$ cat config.mk
export PLATFORM = sky130hd
export DESIGN_NAME = req_vec_encoder
export DESIGN_NICKNAME = d
export VERILOG_FILES = /design/src/rtl/enc_pkg.sv /design/src/rtl/lsb_prio_enc.sv /design/src/rtl/req_vec_encoder.sv
export SDC_FILE = /design/constraint.sdc
export NUM_CORES = 1
export LEC_CHECK = 0
export ABC_CLOCK_PERIOD_IN_PS = 1500
export BUFFER_PORTS_ARGS = -buffer_cell sky130_fd_sc_hd__buf_2
export CORE_AREA = 5 5 42 44
export CTS_CLUSTER_DIAMETER = 120
export DETAILED_ROUTE_END_ITERATION = 6
export DIE_AREA = 0 0 47 49
export GPL_ROUTABILITY_DRIVEN = 0
export GPL_TIMING_DRIVEN = 0
export SYNTH_ARGS = -nofsm -noshare
export SYNTH_HDL_FRONTEND = slang
export SYNTH_SLANG_ARGS = --single-unit
$ cat constraint.sdc
create_clock -name clk -period 1.5 [get_ports clk]
set_clock_uncertainty 0.2 [all_clocks]
set_input_delay 0.45 -clock clk [delete_from_list [all_inputs] [get_ports clk]]
set_output_delay 0.45 -clock clk [all_outputs]
set_load 0.005 [all_outputs]
$ cat src/rtl/enc_pkg.sv
// Shared types and elaboration helpers for the request-vector priority encoder.
package enc_pkg;

  typedef enum logic [0:0] {
    IDLE = 1'b0,
    EMIT = 1'b1
  } state_e;

  // Ceiling log2 for parameter sizing; returns 0 for values <= 1.
  function automatic int unsigned clog2(input int unsigned value);
    int unsigned r;
    int unsigned v;
    r = 0;
    v = (value > 0) ? value - 1 : 0;
    for (int i = 0; i < 32; i++) begin
      if ((v >> i) != 32'd0) r = 32'(i + 1);
    end
    return r;
  endfunction

  // Mirrors the low 'width' bits of code; bits at and above 'width' are returned as zero.
  function automatic logic [31:0] bit_reverse(input logic [31:0] code, input int unsigned width);
    logic [31:0] r;
    r = '0;
    for (int i = 0; i < 32; i++) begin
      if (32'(i) < width) r[i] = code[5'(width - 1 - 32'(i))];
    end
    return r;
  endfunction

endpackage

$ cat src/rtl/lsb_prio_enc.sv
// Combinational lowest-set-bit encoder with an exactly-one-bit-set flag.
module lsb_prio_enc
  import enc_pkg::*;
#(
  parameter int unsigned N_IN   = 4,
  parameter int unsigned W_CODE = clog2(N_IN)
) (
  input  logic [N_IN-1:0]   i_vec,
  output logic [W_CODE-1:0] o_idx,
  output logic              o_onehot
);

  // Descending scan so the lowest set bit is the final assignment.
  always_comb begin
    o_idx = '0;
    for (int i = N_IN - 1; i >= 0; i--) begin
      if (i_vec[i]) o_idx = W_CODE'(i);
    end
  end

  assign o_onehot = (i_vec != '0) && ((i_vec & (i_vec - N_IN'(1))) == '0);

endmodule

$ cat src/rtl/req_vec_encoder.sv
// Serialises a multi-hot request vector into one binary index beat per set bit,
// lowest index first, over valid/ready handshakes on both sides.
module req_vec_encoder
  import enc_pkg::*;
#(
  parameter int unsigned N_IN         = 4,
  parameter int unsigned W_CODE       = clog2(N_IN),
  parameter bit          REVERSE_CODE = 1'b0
) (
  input  logic              clk,
  input  logic              rst_n,
  input  logic              req_valid,
  output logic              req_ready,
  input  logic [N_IN-1:0]   req_vec,
  output logic              code_valid,
  input  logic              code_ready,
  output logic [W_CODE-1:0] code,
  output logic              code_last,
  output logic              zero_err,
  output logic              busy
);

  state_e              r_state;
  state_e              w_state_nxt;
  logic [N_IN-1:0]     r_pend;
  logic [N_IN-1:0]     w_pend_nxt;
  logic [W_CODE-1:0]   w_idx;
  logic                w_onehot;
  logic [W_CODE-1:0]   w_code_nxt;
  logic                w_last_nxt;
  logic                w_zero_err_nxt;

  logic                r_req_ready;
  logic                r_code_valid;
  logic [W_CODE-1:0]   r_code;
  logic                r_code_last;
  logic                r_zero_err;
  logic                r_busy;

  // Encodes the pending set as it will be after this edge, so code/code_last can be registered.
  lsb_prio_enc #(
    .N_IN   (N_IN),
    .W_CODE (W_CODE)
  ) u_lsb_prio_enc (
    .i_vec    (w_pend_nxt),
    .o_idx    (w_idx),
    .o_onehot (w_onehot)
  );

  always_ff @(posedge clk or negedge rst_n) begin
    if (!rst_n) begin
      r_state <= IDLE;
      r_pend  <= '0;
    end else begin
      r_state <= w_state_nxt;
      r_pend  <= w_pend_nxt;
    end
  end

  always_comb begin
    w_state_nxt    = r_state;
    w_pend_nxt     = r_pend;
    w_zero_err_nxt = 1'b0;
    w_code_nxt     = '0;
    w_last_nxt     = 1'b0;

    case (r_state)
      IDLE: begin
        if (req_valid && r_req_ready) begin
          if (req_vec != '0) begin
            w_pend_nxt  = req_vec;
            w_state_nxt = EMIT;
          end else begin
            w_zero_err_nxt = 1'b1;
          end
        end
      end
      EMIT: begin
        // Accepted beat: drop the lowest pending bit.
        if (code_ready) begin
          w_pend_nxt = r_pend & (r_pend - N_IN'(1));
          if (r_code_last) w_state_nxt = IDLE;
        end
      end
      default: w_state_nxt = IDLE;
    endcase

    if (w_state_nxt == EMIT) begin
      w_code_nxt = REVERSE_CODE ? W_CODE'(bit_reverse(32'(w_idx), W_CODE)) : w_idx;
      w_last_nxt = w_onehot;
    end
  end

  always_ff @(posedge clk or negedge rst_n) begin
    if (!rst_n) begin
      r_req_ready  <= 1'b1;
      r_code_valid <= 1'b0;
      r_code       <= '0;
      r_code_last  <= 1'b0;
      r_zero_err   <= 1'b0;
      r_busy       <= 1'b0;
    end else begin
      r_req_ready  <= (w_state_nxt == IDLE);
      r_code_valid <= (w_state_nxt == EMIT);
      r_code       <= w_code_nxt;
      r_code_last  <= w_last_nxt;
      r_zero_err   <= w_zero_err_nxt;
      r_busy       <= (w_state_nxt == EMIT);
    end
  end

  assign req_ready  = r_req_ready;
  assign code_valid = r_code_valid;
  assign code       = r_code;
  assign code_last  = r_code_last;
  assign zero_err   = r_zero_err;
  assign busy       = r_busy;

endmodule

==> results.txt, run 1 <==
----------------------------------------------------
[Status]
  Outcome ... finished, violations left
  Violations in the final reports ... negative setup slack

[Route]
  Average wire per cell in the routed design ... 13.6 µm
  Overall routed net length ... 1.25 mm
  DRC violations left ... 0
  ANT nets after route ... 0
  Vias after detailed routing ... 473
  Number of DRC violations after detailed-routing iteration 0 ... 8
  Router iterations before antenna repair ... 2
  Average vias per placed instance ... 5.14

[Place]
  Port Buffers ... 14
  Hpwl dp ... 738 µm
  Post-placement cell area ... 582 µm²

[Final layout]
  Share of the core filled with cells in the final layout ... 59.9%
  Post-layout nets ... 85
  Area occupied by registers ... 253 µm²
  Total non-filler cell area in the finished layout ... 840 µm²
  Ratio of cells with drive above 1 in the final layout ... 71.1%
  Diode insertion count for antenna repair ... 0
  Commonest non-fill, non-tap cell in the layout ... buf_2
  Number of inserted filler cells in the final layout ... 119
  Top library cells by usage in the layout, fill and taps aside ... 12 x buf_2, 9 x buf_4, 8 x dfrtp_1
  Growth of design area from synthesis to finish ... 73.4%
  Area of the multi-input gates ... 285 µm²

[Yosys]
  Top-area cell type share of the netlist area ... 46.5%
  Main area contributors after synthesis ... dfrtp_1 47%, dfstp_2 5.4%, a32oi_1 5.4%
  Gate count after technology mapping ... 45
  Netlist cell types ... 24
  Count of synthesis-stage warnings from yosys ... 0
  Sequential cell area fraction in the yosys report ... 51.9%
  Post-Syn Nets ... 53
  Yosys top cell by area ... dfrtp_1
  Number of synthesized register bits ... 10
  Netlist area before placement ... 484 µm²
  Synth Area per Inst ... 10.8 µm²

[Flow run]
  Max-capacitance violation count ... 0

[Global route]
  Number of global-route vias before repair ... 460
  Largest net degree at the start of global routing ... 11
  Routing layer with the top usage in global route ... met2
  Global-route usage over all layers ... 12.5%
  Met2 Use GR ... 17.9%
  Residual overflow from global routing ... 0
  Antenna violations before repair ... 0
  M1 GR Usage ... 13.5%
  Met3 track demand over resource ... 4.06%
  Global-route wire length before repair ... 2.01 mm

[Pwr]
  Power Density ... 1980 mW/mm²
  Standby leakage power ... 0.406 nW
  Worst IR drop on VDD ... 0.00106 V
  Tot Pwr ... 1.66 mW

[Critical path]
  CP Class ... primary input to flop
  WP data arrival ... 1700 ps
  Peak fanout along the critical path ... 7
  Critical path required time ... 1450 ps
  Kind of start point of the critical path ... primary input
  Kind of end point of the critical path ... flop

[STA]
  Worst Setup Slack, final ... -253 ps
  Crit path time final ... 1750 ps
  Worst slew margin relative to its limit ... 82.9%
  Worst hold slack ... 270 ps
  Worst-Margin Slew ... 256 ps
  Unrepaired setup endpoints after global routing ... yes
  Total count of max-transition violations in the final report ... 0
  F_max ... 0.571 GHz
  Period utilisation layout ... 117%
  Count of endpoints failing hold in the final timing report ... 0
  Number of setup violations in the final report ... 10

[Worst hold path]
  Class of the worst hold path ... primary input to flop

[Floorplanning]
  Placeable Area ... 0.00140 mm²
  Count of boundary I/O pins ... 15
  Die boundary height ... 49 µm
  Chip Width ... 47 µm
  Floorplan die area ... 0.00230 mm²
  # rows ... 14
  Starting density of the core ... 34.6%

[Clock tree]
  TritonCTS clock tree ... built
  CTS Sinks ... 10
  Latest clock arrival within the worst-skew pair ... 280 ps
  Deepest clock path buffer count ... 2
  CTS HTree Levels ... 1
  Buffer cell driving the clock tree root ... clkbuf_4
  Clock buffer count from CTS ... 3
  Worst-path clk slew ... 80 ps

----------------------------------------------------
-- where the power goes --
part | internal, mW | switching, mW
Combinational | 0.541 | 0.424
Sequential | 0.377 | 0.0690
Clock | 0.148 | 0.105
-- cell families (layout without fill, tap and decap cells) --
| logic type | Yosys count | after routing | synth area share [%] |
|---|---|---|---|
| AO/OA/AOI/OAI | 10 | 10 | 17.6 |
| adder cells (fa/ha/maj) | 1 | 1 | 2.07 |
| buffers and inverters | 8 | 39 | 8.01 |
| flip-flops | 10 | 10 | 51.9 |
| AND/OR/NAND/NOR | 16 | 16 | 20.4 |
-- layout make-up --
type | count | area share (%)
plain buffers | 2 | 2.24
multi-input cells | 27 | 34.0
flip-flops and latches | 10 | 30.1
clock buffers | 4 | 4.32
repair buffers | 27 | 24.0
inverters | 6 | 2.98
well taps | 16 | 2.38
-- what timing repair did --
item	4_1_cts	5_1_grt
buffers inserted	7	5
hold endpoints to repair	9	0
resized for setup	16	10
hold buffers	1	0
endpoints found under the setup margin	9	12
pin swaps	6	8
-- final timing paths --
check	slack, ps	start	depth (start not counted)	end
worst min register to register	380	code_last	3	busy
worst min-delay path	270	req_vec[1]	3	r_pend[1]
worst max register to register	-240	req_ready	6	code_last
min in group asynchronous	360	rst_n	2	r_pend[1]
max in group asynchronous	480	rst_n	2	req_ready
worst max-delay path	-250	req_vec[1]	6	code_last
-- per-stage QoR --
step / std cells / setup WS, ps / TNS, ps
final: 92 / -253 / -1580
after floorplan: 45 / -311 / -932
after CTS: 87 / -264 / -1200
after global placement: 75 / -518 / -2510
after global routing: 92 / -317 / -2170
after detailed placement: 75 / -509 / -2480
-- flip-flops by register name, summed over array words and instances, names as in the netlist --
signal,flops
busy,1
code,2
code_last,1
r_pend,4
req_ready,1
zero_err,1
-- critical path: stages --
cell and delay [ps]:
buf_2 120, or4_4 550, nand2_8 130, a32oi_2 110, o2111ai_1 220, a31oi_1 100
-- per-layer routing --
metal	wire length, µm	vias up	share of wire (%)
met5	0	-	0
li1	-	225	-
met3	47	8	3.8
met1	482	228	38
met4	78	0	6.2
met2	643	12	51
-- synth_stat cells --
cell type and instances:
nand3_1 2, nand2_4 1, or4_4 1, a32oi_2 1, nor3_1 1, a32oi_1 3, buf_4 2, nand2_1 4
nor2_1 2, o21a_2 1, a21o_2 1, maj3_1 1, or2_2 1, inv_1 5, nand2_2 1, and3b_1 1
a31oi_1 1, a21oi_1 2, clkinv_2 1, nand4bb_1 1, o2111ai_1 1, dfstp_2 1, dfrtp_1 9, or2_0 1
Note: power is estimated with default switching activity, not from simulation.
==> inputs of run 2 (changes only) <==
Settings changed: SYNTH_HIERARCHICAL set to 1.
==> results.txt, run 2 <==
----------------------------------------------------
[STA]
  Number of setup violations in the final report ... 6
  Worst slew margin relative to its limit ... 83.7%
  Worst hold slack ... 223 ps
  Unrepaired setup endpoints after global routing ... yes
  Crit path time final ... 2230 ps
  Count of endpoints failing hold in the final timing report ... 0
  Worst-Margin Slew ... 244 ps
  F_max ... 0.449 GHz
  Period utilisation layout ... 148%
  Worst Setup Slack, final ... -725 ps
  Total count of max-transition violations in the final report ... 0

[Floorplanning]
  Placeable Area ... 0.00140 mm²
  # rows ... 14
  Chip Width ... 47 µm
  Floorplan die area ... 0.00230 mm²
  Die boundary height ... 49 µm
  Starting density of the core ... 34.0%
  Count of boundary I/O pins ... 15

[Yosys]
  Post-Syn Nets ... 48
  Basic-gate share of the synthesized area counting and, or, nand and nor cells ... 24.1%
  Gate count after technology mapping ... 40
  Predominant post-synthesis flop cell ... dfrtp_1
  Netlist cell types ... 23
  Top-area cell type share of the netlist area ... 47.2%
  Main area contributors after synthesis ... dfrtp_1 47%, a32o_1 6.3%, dfstp_2 5.5%
  Multiplexer share of the synthesized area ... 0%
  List of most frequent post-synthesis cells ... 9 x dfrtp_1, 4 x nand2_1, 3 x a32o_1, 3 x nor2b_2
  Post-synthesis share of cell area spent on full adders, half adders and majority gates ... 0%
  Combinational family with the most area after synthesis ... simple AND/OR/NAND/NOR gates
  Synth Area per Inst ... 11.9 µm²
  Count of synthesis-stage warnings from yosys ... 6
  Asr flop ratio synth ... 100%
  Yosys top cell by area ... dfrtp_1
  Number of synthesized flops with an enable pin ... 0
  Xor and xnor area share after synthesis ... 1.84%
  Sequential cell area fraction in the yosys report ... 52.8%
  Netlist area before placement ... 477 µm²
  Area fraction in compound gates after synthesis ... 17.1%
  Most frequently used cell type in the post-synthesis netlist ... dfrtp_1
  Number of synthesized register bits ... 10

[Clock tree]
  Clock buffer count from CTS ... 3
  Latest clock arrival within the worst-skew pair ... 260 ps
  CTS Sinks ... 10
  TritonCTS clock tree ... built
  CTS HTree Levels ... 1
  Worst-path clk slew ... 70 ps
  Buffer cell driving the clock tree root ... clkbuf_4
  Deepest clock path buffer count ... 2

[Place]
  Hpwl dp ... 737 µm
  Port Buffers ... 14
  Worst-case setup slack after placement ... -966 ps

[Global route]
  Global-route wire length before repair ... 1.84 mm
  Antenna violations before repair ... 0
  Residual overflow from global routing ... 0
  Global-route usage over all layers ... 11.1%
  Largest net degree at the start of global routing ... 11
  Number of global-route vias before repair ... 457

[Critical path]
  Kind of end point of the critical path ... flop
  Kind of start point of the critical path ... flop
  Critical path required time ... 1490 ps
  WP data arrival ... 2210 ps
  Peak fanout along the critical path ... 4
  CP Class ... flop to flop

[Route]
  Vias after detailed routing ... 416
  Average wire per cell in the routed design ... 13.1 µm
  Number of DRC violations after detailed-routing iteration 0 ... 2
  Average vias per placed instance ... 5.01
  ANT nets after route ... 0
  Overall routed net length ... 1.08 mm
  DRC violations left ... 0
  Router iterations before antenna repair ... 3

[Flow run]
  Max-capacitance violation count ... 0

[Pwr]
  Worst IR drop on VDD ... 0.000991 V
  Standby leakage power ... 0.363 nW
  Power Density ... 2060 mW/mm²

[Final layout]
  Post-layout nets ... 76
  Top library cells by usage in the layout, fill and taps aside ... 11 x buf_2, 8 x buf_6, 8 x dfrtp_1
  Area occupied by registers ... 253 µm²
  Diode insertion count for antenna repair ... 0
  Growth of design area from synthesis to finish ... 55.6%
  Number of inserted filler cells in the final layout ... 140
  Register containing the most flip-flops in the final layout ... r_pend
  Flip-flop count of the largest register, all copies and words added ... 4
  Commonest non-fill, non-tap cell in the layout ... buf_2
  Ratio of cells with drive above 1 in the final layout ... 67.2%
  Area of the multi-input gates ... 243 µm²

[Status]
  Violations in the final reports ... negative setup slack
  Outcome ... finished, violations left

[Worst hold path]
  Class of the worst hold path ... primary input to flop

----------------------------------------------------
-- run 2: cell types whose count changed after synthesis, sizes merged, moves of 2 or more --
cell / before / now
or2: 2 / 0
nand3: 2 / 0
or4b: 0 / 2
a32o: 0 / 3
a32oi: 4 / 0
nor2b: 0 / 3
inv: 5 / 2
nand2: 6 / 4
-- run 2: worst paths after layout --
| kind | from | slack (ps) | cells past startpoint | to |
|---|---|---|---|---|
| setup / recovery | r_pend[1] | -730 | 5 | code_last |
| hold / removal | req_valid | 220 | 3 | zero_err |
| setup reg to reg | r_pend[1] | -730 | 5 | code_last |
| hold reg to reg | busy | 360 | 2 | zero_err |
| max in group asynchronous | rst_n | 460 | 2 | req_ready |
| min in group asynchronous | rst_n | 380 | 2 | r_pend[1] |
-- run 2: timing repair --
action                                  CTS  global route
buffers inserted                          7             2
endpoints found under the setup margin   11             7
hold buffers                              1             0
resized for setup                        10             7
pin swaps                                 3             3
endpoints found under the hold margin     9             0
-- run 2: routing by layer --
metal	vias to the layer above	share of wire, %	track usage, %
met5	-	0	0
met4	0	2.3	8.29
met3	4	4.4	2.58
met2	7	55	17.9
met1	204	38	11.9
li1	201	-	-
-- run 2: worst max-delay path, stage by stage (launching register included) --
cell and delay (ps):
dfrtp_1 400, or4_1 510, a32o_2 310, or4b_4 490, o311ai_2 90, nor2b_2 170
-- run 2: layout make-up --
class                   count  share of cell area (%)
clock buffers               4                    3.54
repair buffers             24                    24.5
multi-input cells          26                    32.7
well taps                  16                    2.70
flip-flops and latches     10                    34.1
inverters                   2                    1.01
plain buffers               1                    1.52
-- run 2: kinds of logic (layout without fill, tap and decap cells) --
kind of cell	Yosys count	count (layout)
DFF	10	10
xor gates and xnor gates	1	1
and+or+nand+nor	17	17
buffers and inverters	4	31
AOI/OAI and AO/OA	8	8
-- run 2: through the flow --
| stage | area (µm²) | power, mW | setup TNS [ps] | cells | util [%] |
|---|---|---|---|---|---|
| after floorplan | 488 | 0.860 | -1980 | 40 | - |
| after global placement | 578 | 1.01 | -3690 | 70 | 41.3 |
| after detailed placement | 578 | 1.02 | -3670 | 70 | 41.3 |
| after CTS | 704 | 1.41 | -2080 | 82 | 50.3 |
| after global routing | 742 | 1.63 | -2290 | 83 | 52.9 |
| final | 742 | 1.53 | -1920 | 83 | 52.9 |
-- run 2: power by group --
part	total, mW	switching (mW)	internal [mW]
clock network	0.187	0.0843	0.102
logic	0.893	0.352	0.542
registers	0.447	0.0657	0.381
total	1.53	0.502	1.02
